--- config.mk ---
export PLATFORM = sky130hd
export DESIGN_NAME = bramreadsum_flat
export DESIGN_NICKNAME = d
export VERILOG_FILES = /design/src/rtl/bramreadsum_pkg.sv /design/src/rtl/bramreadsum_if.sv /design/src/rtl/bramreadsum_dpram.sv /design/src/rtl/bramreadsum.sv /design/src/flat_wrapper.sv
export SDC_FILE = /design/constraint.sdc
export NUM_CORES = 1
export LEC_CHECK = 0
export CORE_MARGIN = 2
export CORE_UTILIZATION = 55
export CTS_CLUSTER_DIAMETER = 80
export DETAILED_ROUTE_END_ITERATION = 6
export PLACE_DENSITY = 0.88
export SLEW_MARGIN = 20
export SYNTH_ARGS = -nofsm -noshare
export SYNTH_HDL_FRONTEND = slang
export SYNTH_SLANG_ARGS = --single-unit
--- constraint.sdc ---
create_clock -name clock -period 5.45 [get_ports clock]
set_clock_uncertainty 0.2 [all_clocks]
set_input_delay 0.8175 -clock clock [delete_from_list [all_inputs] [get_ports clock]]
set_output_delay 0.8175 -clock clock [all_outputs]
set_load 0.02 [all_outputs]
--- src/rtl/bramreadsum_pkg.sv ---
// rtl/bramreadsum_pkg.sv - method/phase encodings shared with the BRAM writer kernels
package bramreadsum_pkg;

    localparam int DWIDTH_DEF = 32;
    localparam int AWIDTH_DEF = 2;
    localparam int WORDS_DEF  = 4;

    typedef enum logic [1:0] {
        METHOD_IDLE = 2'h0,
        METHOD_RUN  = 2'h1
    } method_e;

    typedef enum logic [2:0] {
        PHASE_INIT = 3'h0,
        PHASE_READ = 3'h2,
        PHASE_DONE = 3'h4
    } phase_e;

endpackage

--- src/rtl/bramreadsum_if.sv ---
// rtl/bramreadsum_if.sv - run handshake, results and field a_0 port-0 bundle
interface bramreadsum_if #(
    parameter int DWIDTH = 32,
    parameter int AWIDTH = 2
);
    logic              ce;
    logic              i_run_req;
    logic              o_run_busy;
    logic [DWIDTH-1:0] o_run_return_sum;
    logic [DWIDTH-1:0] o_run_return_max;
    logic [AWIDTH-1:0] i_fld_a_0_addr_0;
    logic [DWIDTH-1:0] i_fld_a_0_datain_0;
    logic [DWIDTH-1:0] o_fld_a_0_dataout_0;
    logic              i_fld_a_0_r_w_0;

    modport master (
        output ce, i_run_req, i_fld_a_0_addr_0, i_fld_a_0_datain_0, i_fld_a_0_r_w_0,
        input  o_run_busy, o_run_return_sum, o_run_return_max, o_fld_a_0_dataout_0
    );

    modport slave (
        input  ce, i_run_req, i_fld_a_0_addr_0, i_fld_a_0_datain_0, i_fld_a_0_r_w_0,
        output o_run_busy, o_run_return_sum, o_run_return_max, o_fld_a_0_dataout_0
    );
endinterface

--- src/rtl/bramreadsum_dpram.sv ---
// rtl/bramreadsum_dpram.sv - true dual-port RAM, registered outputs, read-first on both ports
module bramreadsum_dpram #(
    parameter int DWIDTH = 32,
    parameter int AWIDTH = 2,
    parameter int WORDS  = 4
) (
    input  logic              clock,
    input  logic              ce_0,
    input  logic [AWIDTH-1:0] addr_0,
    input  logic [DWIDTH-1:0] datain_0,
    input  logic              r_w_0,
    output logic [DWIDTH-1:0] dataout_0,
    input  logic              ce_1,
    input  logic [AWIDTH-1:0] addr_1,
    input  logic [DWIDTH-1:0] datain_1,
    input  logic              r_w_1,
    output logic [DWIDTH-1:0] dataout_1
);
    logic [DWIDTH-1:0] mem [WORDS];

    // Reads return the pre-write contents, so a same-cycle write on either port is
    // seen by a read of that word only on the following access.
    always_ff @(posedge clock) begin
        if (ce_0) begin
            if (int'(addr_0) < WORDS) begin
                dataout_0 <= mem[addr_0];
                if (r_w_0) begin
                    mem[addr_0] <= datain_0;
                end
            end else begin
                dataout_0 <= '0;
            end
        end
        if (ce_1) begin
            if (int'(addr_1) < WORDS) begin
                dataout_1 <= mem[addr_1];
                if (r_w_1) begin
                    mem[addr_1] <= datain_1;
                end
            end else begin
                dataout_1 <= '0;
            end
        end
    end

endmodule

--- src/rtl/bramreadsum.sv ---
// rtl/bramreadsum.sv - reads field a_0 back on run request, returns signed sum and max
module bramreadsum
    import bramreadsum_pkg::*;
#(
    parameter int DWIDTH = DWIDTH_DEF,
    parameter int AWIDTH = AWIDTH_DEF,
    parameter int WORDS  = WORDS_DEF
) (
    input  logic          clock,
    input  logic          reset,
    bramreadsum_if.slave  bus
);
    localparam int SW = ((AWIDTH + 1) > $clog2(WORDS + 2)) ? (AWIDTH + 1) : $clog2(WORDS + 2);
    localparam logic [SW-1:0]     STEP_WORDS = SW'(WORDS);
    localparam logic [SW-1:0]     STEP_LAST  = SW'(WORDS + 1);
    localparam logic [SW-1:0]     STEP_FIRST = SW'(2);
    localparam logic [DWIDTH-1:0] MOST_NEG   = {1'b1, {(DWIDTH - 1){1'b0}}};

    method_e           method_q, method_d;
    phase_e            phase_q, phase_d;
    logic [SW-1:0]     step_q, step_d;
    logic              busy_q, busy_d;
    logic [DWIDTH-1:0] acc_sum_q, acc_sum_d;
    logic [DWIDTH-1:0] acc_max_q, acc_max_d;
    logic [DWIDTH-1:0] ret_sum_q, ret_sum_d;
    logic [DWIDTH-1:0] ret_max_q, ret_max_d;
    logic [AWIDTH-1:0] addr1_q, addr1_d;
    logic [DWIDTH-1:0] dataout_1;

    bramreadsum_dpram #(
        .DWIDTH (DWIDTH),
        .AWIDTH (AWIDTH),
        .WORDS  (WORDS)
    ) dpram_a_0 (
        .clock     (clock),
        .ce_0      (bus.ce),
        .addr_0    (bus.i_fld_a_0_addr_0),
        .datain_0  (bus.i_fld_a_0_datain_0),
        .r_w_0     (bus.i_fld_a_0_r_w_0),
        .dataout_0 (bus.o_fld_a_0_dataout_0),
        .ce_1      (bus.ce),
        .addr_1    (addr1_q),
        .datain_1  ('0),
        .r_w_1     (1'b0),
        .dataout_1 (dataout_1)
    );

    always_ff @(posedge clock) begin
        if (reset) begin
            method_q  <= METHOD_IDLE;
            phase_q   <= PHASE_INIT;
            step_q    <= '0;
            busy_q    <= 1'b0;
            acc_sum_q <= '0;
            acc_max_q <= '0;
            ret_sum_q <= '0;
            ret_max_q <= '0;
            addr1_q   <= '0;
        end else if (bus.ce) begin
            method_q  <= method_d;
            phase_q   <= phase_d;
            step_q    <= step_d;
            busy_q    <= busy_d;
            acc_sum_q <= acc_sum_d;
            acc_max_q <= acc_max_d;
            ret_sum_q <= ret_sum_d;
            ret_max_q <= ret_max_d;
            addr1_q   <= addr1_d;
        end
    end

    always_comb begin
        method_d  = method_q;
        phase_d   = phase_q;
        step_d    = step_q;
        busy_d    = busy_q;
        acc_sum_d = acc_sum_q;
        acc_max_d = acc_max_q;
        ret_sum_d = ret_sum_q;
        ret_max_d = ret_max_q;
        addr1_d   = addr1_q;
        unique case (method_q)
            METHOD_IDLE: begin
                busy_d = bus.i_run_req;
                if (bus.i_run_req) begin
                    method_d = METHOD_RUN;
                    phase_d  = PHASE_INIT;
                end
            end
            METHOD_RUN: begin
                unique case (phase_q)
                    PHASE_INIT: begin
                        busy_d    = 1'b1;
                        acc_sum_d = '0;
                        acc_max_d = MOST_NEG;
                        step_d    = '0;
                        phase_d   = PHASE_READ;
                    end
                    PHASE_READ: begin
                        if (step_q < STEP_WORDS) begin
                            addr1_d = step_q[AWIDTH-1:0];
                        end
                        // Address registered then RAM output registered: word k lands at step k+2.
                        if (step_q >= STEP_FIRST) begin
                            acc_sum_d = acc_sum_q + dataout_1;
                            if ($signed(dataout_1) > $signed(acc_max_q)) begin
                                acc_max_d = dataout_1;
                            end
                        end
                        if (step_q == STEP_LAST) begin
                            phase_d = PHASE_DONE;
                            step_d  = '0;
                        end else begin
                            step_d = step_q + 1'b1;
                        end
                    end
                    PHASE_DONE: begin
                        ret_sum_d = acc_sum_q;
                        ret_max_d = acc_max_q;
                        busy_d    = 1'b0;
                        phase_d   = PHASE_INIT;
                        method_d  = METHOD_IDLE;
                    end
                    default: begin
                        busy_d   = 1'b0;
                        phase_d  = PHASE_INIT;
                        method_d = METHOD_IDLE;
                    end
                endcase
            end
            default: begin
                busy_d   = 1'b0;
                phase_d  = PHASE_INIT;
                method_d = METHOD_IDLE;
            end
        endcase
    end

    always_comb begin
        bus.o_run_busy       = busy_q;
        bus.o_run_return_sum = ret_sum_q;
        bus.o_run_return_max = ret_max_q;
    end

endmodule

--- src/flat_wrapper.sv ---
// flat-port wrapper written by rule: the top's interface ports become plain ports
module bramreadsum_flat import bramreadsum_pkg::*;
#(
    parameter int DWIDTH = DWIDTH_DEF,
    parameter int AWIDTH = AWIDTH_DEF,
    parameter int WORDS  = WORDS_DEF
)
  (clock, reset, bus_ce, bus_i_run_req, bus_i_fld_a_0_addr_0, bus_i_fld_a_0_datain_0, bus_i_fld_a_0_r_w_0, bus_o_run_busy, bus_o_run_return_sum, bus_o_run_return_max, bus_o_fld_a_0_dataout_0);
  bramreadsum_if #(.DWIDTH(DWIDTH), .AWIDTH(AWIDTH)) bus_i ();
  input  logic clock;
  input  logic reset;
  input wire logic [$bits(bus_i.ce)-1:0] bus_ce;
  input wire logic [$bits(bus_i.i_run_req)-1:0] bus_i_run_req;
  input wire logic [$bits(bus_i.i_fld_a_0_addr_0)-1:0] bus_i_fld_a_0_addr_0;
  input wire logic [$bits(bus_i.i_fld_a_0_datain_0)-1:0] bus_i_fld_a_0_datain_0;
  input wire logic [$bits(bus_i.i_fld_a_0_r_w_0)-1:0] bus_i_fld_a_0_r_w_0;
  output wire logic [$bits(bus_i.o_run_busy)-1:0] bus_o_run_busy;
  output wire logic [$bits(bus_i.o_run_return_sum)-1:0] bus_o_run_return_sum;
  output wire logic [$bits(bus_i.o_run_return_max)-1:0] bus_o_run_return_max;
  output wire logic [$bits(bus_i.o_fld_a_0_dataout_0)-1:0] bus_o_fld_a_0_dataout_0;
  assign bus_i.ce = bus_ce;
  assign bus_i.i_run_req = bus_i_run_req;
  assign bus_i.i_fld_a_0_addr_0 = bus_i_fld_a_0_addr_0;
  assign bus_i.i_fld_a_0_datain_0 = bus_i_fld_a_0_datain_0;
  assign bus_i.i_fld_a_0_r_w_0 = bus_i_fld_a_0_r_w_0;
  assign bus_o_run_busy = bus_i.o_run_busy;
  assign bus_o_run_return_sum = bus_i.o_run_return_sum;
  assign bus_o_run_return_max = bus_i.o_run_return_max;
  assign bus_o_fld_a_0_dataout_0 = bus_i.o_fld_a_0_dataout_0;
  bramreadsum #(.DWIDTH(DWIDTH), .AWIDTH(AWIDTH), .WORDS(WORDS)) u_core (.clock(clock), .reset(reset), .bus(bus_i));
endmodule
# Yosys cells after proc, flatten, opt, wreduce, memory -nomap -nowiden
# Memory sizes are Yosys's and may differ from the RTL's. A register that Yosys moved wholly into a read port is not among the register bits.
# Index checks and enable logic that the tools add are counted.
word_totals:
  memories: 1
  wordCells: 56
  reg_bits: 139
  out_inout_bits: 97
  input_bits: 39
  ramBits: 128
op_classes:
  n_reduce_logical: 12
  eq_ne: 10
  n_mux: 19
  magnitude_cmp: 3
  addsub: 2
memory_table:
  columns: ["memory", "words", "width", "rd", "rd_ports_with_merged_regs", "wr", "line", "text"]
  rows:
  - ["u_core.dpram_a_0.mem", 4, 32, 2, 2, 1, "bramreadsum_dpram.sv:19", "logic [DWIDTH-1:0] mem [WORDS];"]
op_table:
  columns: ["cell", "n"]
  rows:
  - ["32-bit one-hot mux with 2 select lines", 2]
  - ["32-bit 2-to-1 mux", 3]
  - ["32-bit adder", 1]
  - ["32-bit > comparator", 1]
  - ["3-bit one-hot mux with 2 select lines", 3]
  - ["3-bit AND reduction", 4]
  - ["3-bit 2-to-1 mux", 3]
  - ["4-bit AND reduction", 2]
  - ["3-bit == test (second input constant)", 2]
  - ["2-bit inequality test (second input constant)", 3]
  - ["5-bit AND reduction", 1]
  - ["2-bit 2-to-1 mux", 2]
  - ["2-bit by 1-bit inequality test with 1-bit output (second input constant)", 2]
  - ["1-bit one-hot mux with 2 select lines", 2]
  - ["2-bit one-hot mux with 2 select lines", 1]
  - ["3-bit by 1-bit adder with 3-bit output (second input constant)", 1]
  - ["3-bit by 2-bit == test with 1-bit output (second input constant)", 1]
  - ["3-bit by 2-bit >= comparator with 1-bit output (second input constant)", 1]
  - ["3-bit logical NOT", 1]
  - ["3-bit less-than comparator (second input constant)", 1]
  - ["1-bit 2-to-1 mux", 3]
  - ["3-bit by 2-bit inequality test with 1-bit output (second input constant)", 1]
  - ["2-bit by 1-bit == test with 1-bit output (second input constant)", 1]
  - ["2-bit logical NOT", 1]
  - ["other kinds (3)", 3]

# Longest topological paths before layout
depth:
  depth_word: 4
  depth_mapped: 13
  depth_no_buf: 11

# Modules after synthesis
# A second synthesis with hierarchy kept.
unflattened:
  hier_cells: 1257
  area_unflattened_um2: 16145.5
modules_own_cells:
  columns: ["module", "instances", "area_each_um2", "seq_area_each_um2", "cells_per_inst"]
  rows:
  - ["bramreadsum_dpram", 1, 9125.0, 5765.5, 424]
  - ["bramreadsum", 1, 7020.5, 2742.6, 833]

# Worst setup path before layout
# OpenSTA, ideal clock, no wires.
synth_timing:
  path_type: "input to register"
  startpoint: "input port bus_i_fld_a_0_addr_0[0]"
  endpoint: "memory u_core.dpram_a_0.mem[1][0], enable pin"
  t_arrival_ns: 4.128
  path_slack_ns: 0.653
  n_path_buf: 2
  cell_stages: 3
  setup_ns: 0.468
  t_required_ns: 4.782
  path_cell_list: "clkbuf_1 clkbuf_1 nor3b_1"
synth_rtl:
  columns: ["element", "line", "text"]
  rows:
  - ["start, declared", "flat_wrapper.sv:14", "input wire logic [$bits(bus_i.i_fld_a_0_addr_0)-1:0] bus_i_fld_a_0_addr_0;"]
  - ["end, declared", "bramreadsum_dpram.sv:19", null]
# Straight into the memory's write port.

# Final worst setup path
layout_timing:
  startpoint: "register u_core.dpram_a_0.dataout_1[23], read port of u_core.dpram_a_0.mem"
  endpoint: "register u_core.acc_max_q[12]"
layout_between:
  elab_chain_len: 3
layout_rtl:
  columns: ["element", "line", "text"]
  rows:
  - ["start, declared", "bramreadsum_dpram.sv:17", "output logic [DWIDTH-1:0] dataout_1"]
  - ["32-bit > comparator", "bramreadsum.sv:106", "if ($signed(dataout_1) > $signed(acc_max_q)) begin"]
  - ["2-bit by 1-bit inequality test with 1-bit output (no line)", null, null]
  - ["5-bit AND reduction (no line)", null, null]
  - ["end signal, assigned", "bramreadsum.sv:65", "acc_max_q <= acc_max_d;"]
  - ["end, declared", "bramreadsum.sv:24", "logic [DWIDTH-1:0] acc_max_q, acc_max_d;"]
# No other way between the ends.
# A chain may end at the register's enable or synchronous reset.

==> impl_metrics.py <==
metrics = {
    "outcome": {
        "status": "finished clean",
    },
    "sta": {
        "fin_crit_sh": 0.702,
        "finalWorstPathRequiredPeriod_ns": 3.82,
        "fmax_mhz": 262,
        "final_hold_viol_count": 0,
        "finalSetupViolations": 0,
        "relSlewSlack": 0.325,
        "worst_pin_slew_ns": 1.01,
        "setup_tns_ns": 0,
        "rsz0062_at_grt": "no",
        "setup_ws_ns": 1.63,
        "slew_viol_final": 0,
    },
    "synth": {
        "syn-num-nets": 1255,
        "synthArstFlopShare": 0,
        "synth_top_family_by_area": "compound AO/OA/AOI/OAI gates",
        "synth_flop_cell": "edfxtp_1",
        "synth-seq-cells": 329,
        "synth_cells": 1152,
        "synth.most_common_cell": "edfxtp_1",
        "synth_top_area_cell": "edfxtp_1",
        "synthAdderAreaFrac": 0.0561,
        "yosys.area.top_type_share": 0.401,
        "seq_area_frac_synth": 0.591,
        "yosysWarnings": 0,
        "synth_commonest_cells": "edfxtp_1, nand2_1, dfxtp_1, a21oi_1, mux4_2",
        "synth_area_um2": 14400,
        "synth_compound_area_frac": 0.121,
        "syn_area_per_cell_um2": 12.5,
        "yosys.area_share.simple": 0.0863,
        "synth_enable_flop_cells": 192,
        "yosysUniqueCellTypes": 52,
        "synth_xor_area_frac": 0.0158,
        "synth_area_leaders": "edfxtp_1, dfxtp_1, mux4_2",
        "synthMuxAreaShare": 0.101,
    },
    "hold_path": {
        "min_from": "u_core.bus.o_run_return_max[6]$_SDFFE_PP0P_",
        "min_path_type": "reg -> reg",
    },
    "floorplan": {
        "initial_core_util": 0.556,
        "dieArea_um2": 27500,
        "die_height_um": 166,
        "die_w_um": 166,
        "rows": 59,
        "floorplan.io_pins": 136,
        "core_um2": 25900,
    },
    "cts": {
        "htreeDepth": 2,
        "clock_sinks": 329,
        "clk_latency_ns": 0.52,
        "ctsHoldBuffers": 0,
        "numCtsBuffers": 34,
        "clkTransAtPathRegs_ns": 0.06,
        "cts_setup_buffers": 0,
        "cts_tree": "built",
        "clk_path_buf_depth": 3,
        "post_cts_resized": 0,
        "cts_root_buffer": "clkbuf_16",
    },
    "placed_design": {
        "gp_congestion": 0.939,
        "dp_hpwl_um": 23100,
        "place_area_um2": 16000,
        "place_ws_ns": 1.84,
        "portBuffers": 135,
    },
    "worst_setup_path": {
        "end_kind": "flip-flop",
        "worstPathArrival_ns": 4.07,
        "crit_start": "u_core.dpram_a_0.dataout_1[23]$_DFFE_PP_",
        "path_cells": "ha_1, nand4_1, nor4_1, a21oi_1, and3_1, a211oi_1, nor2b_2, buf_4, a22o_1",
        "critical_path_class": "reg -> reg",
        "critPathMaxStageDelay_ns": 0.64,
        "r2r-end": "u_core.acc_max_q[12]$_SDFFE_PP0P_",
        "startpoint_type": "flip-flop",
        "cp-endpoint": "u_core.acc_max_q[12]$_SDFFE_PP0P_",
        "r2r-start": "u_core.dpram_a_0.dataout_1[23]$_DFFE_PP_",
        "rr_worst_depth": 9,
        "rrSetupSlack_ns": 1.63,
        "crit_fanout": 16,
        "crit_required_ns": 5.70,
        "cpMaxStageDelayCell": "nor2b_2",
    },
    "route": {
        "antenna_left": 0,
        "route.detailed.drc": 0,
        "routed_via_density": 6.16,
        "drt_wl_total_um": 35600,
        "drtIter0Drc": 1188,
        "wl_per_cell_um": 21.8,
        "vias": 10100,
        "drtPass1Iterations": 6,
    },
    "power_and_ir_drop": {
        "power_density_nw_per_um2": 309,
        "total_power_mw": 5.29,
        "peakVddDrop_mv": 0.282,
        "leakagePower_nw": 6.01,
    },
    "layout": {
        "final_area_um2": 17200,
        "drive_gt1_frac": 0.109,
        "final_nets": 1375,
        "seq_area_um2": 8510,
        "nFillCells": 1822,
        "multi_input_area_um2": 5490,
        "antenna_cells": 0,
        "synthToLayoutAreaGrowth_pct": 19.1,
    },
    "global_routing": {
        "grt_pass1_vias": 10000,
        "grt_use_total": 0.257,
        "antenna_found_initial": 0,
        "grt_max_degree": 81,
        "grt_overflow_total": 0,
        "grt_first_pass_wirelength_um": 56200,
    },
    "run": {
        "drv_cap": 0,
    },
}
-- cell type report --
class,instances,share of cell area
multi-input combinational,712,0.320
tap,335,0.0244
inverter,45,0.00985
sequential,329,0.496
clock inverter,13,0.00511
clock buffer,49,0.0596
timing repair buffer,150,0.0845
-- worst max-delay path, delay by kind of cell, from the launching register on --
family | cells | cell delay (ns)
simple gates | 4 | 1.63
compound gates | 3 | 0.71
flops | 1 | 0.49
fa+ha+maj | 1 | 0.39
buf+inv | 1 | 0.34
-- state kept, by name, indices dropped and copies added (netlist names) --
signal	flops
u_core.dpram_a_0.mem	128
u_core.dpram_a_0.dataout_0	32
u_core.dpram_a_0.dataout_1	32
u_core.bus.o_run_return_max	32
u_core.method_q	1
u_core.addr1_q	2
u_core.phase_q	2
u_core.bus.o_run_busy	1
u_core.bus.o_run_return_sum	32
u_core.acc_sum_q	32
u_core.acc_max_q	32
u_core.step_q	3
-- cell families after synthesis --
kind of cell / count (synthesis)
AOI/OAI and AO/OA: 271
xor gates and xnor gates: 26
DFF: 329
buffers and inverters: 111
adders and majority gates: 64
muxes: 65
and+or+nand+nor: 286
-- metal layers --
layer | track usage | routed length [µm] | vias up
met3 | 0.0472 | 3110 | 70
met5 | 0 | 0 | -
met1 | 0.359 | 14600 | 4919
met2 | 0.417 | 17100 | 524
met4 | 0.0733 | 838 | 0
li1 | - | - | 4546
-- where the power goes --
group	switching, mW	total (mW)	leakage [nW]	internal (mW)
Sequential	0.0397	2.74	2.89	2.70
Combinational	0.161	0.286	2.57	0.125
Clock	0.950	2.27	0.546	1.32
-- stage by stage --
stage	cells	util	hold slack, ns
global route	1633	0.662	0.270
detailed placement	1571	0.619	0.245
floorplan	1152	-	0.232
global placement	1571	0.619	0.244
finish	1633	0.662	0.253
CTS	1633	0.662	0.253
-- worst min path at each step --
| stage | endpoint | slack, ns | depth (start not counted) |
|---|---|---|---|
| after floorplan | u_core.bus.o_run_return_max[31]$_SDFFE_PP0P_ | 0.23 | 2 |
| after global placement | u_core.bus.o_run_return_sum[20]$_SDFFE_PP0P_ | 0.24 | 2 |
| after detailed placement | u_core.bus.o_run_return_sum[6]$_SDFFE_PP0P_ | 0.25 | 2 |
| after CTS | u_core.bus.o_run_return_sum[6]$_SDFFE_PP0P_ | 0.25 | 2 |
| after global routing | u_core.bus.o_run_return_max[30]$_SDFFE_PP0P_ | 0.27 | 2 |
| final | u_core.bus.o_run_return_max[6]$_SDFFE_PP0P_ | 0.25 | 2 |
-- cells in the final DEF (no fill, tap or decap), types with 3 or more instances in the layout --
master and count:
a21o_1 34, nor2b_1 5, nand2_1 165, a22oi_1 12
and3_1 4, a211oi_1 4, clkinv_2 4, buf_2 3
nor2_1 49, xor2_1 12, edfxtp_1 192, o21bai_1 5
clkdlybuf4s50_1 132, dfxtp_1 136, or3_1 4, xnor2_1 14
a31oi_1 8, nand3_1 10, nand2b_1 7, nor3_1 10
mux4_2 64, a32oi_1 3, inv_1 45, o21ai_0 35
nor3b_2 3, clkbuf_8 3, a21oi_1 115, a22o_1 32
nand4_1 18, o21a_1 3, ha_1 63, buf_4 15
clkinv_1 6, clkbuf_16 38, clkbuf_1 8
No activity file was read; power rests on OpenSTA's default activity.
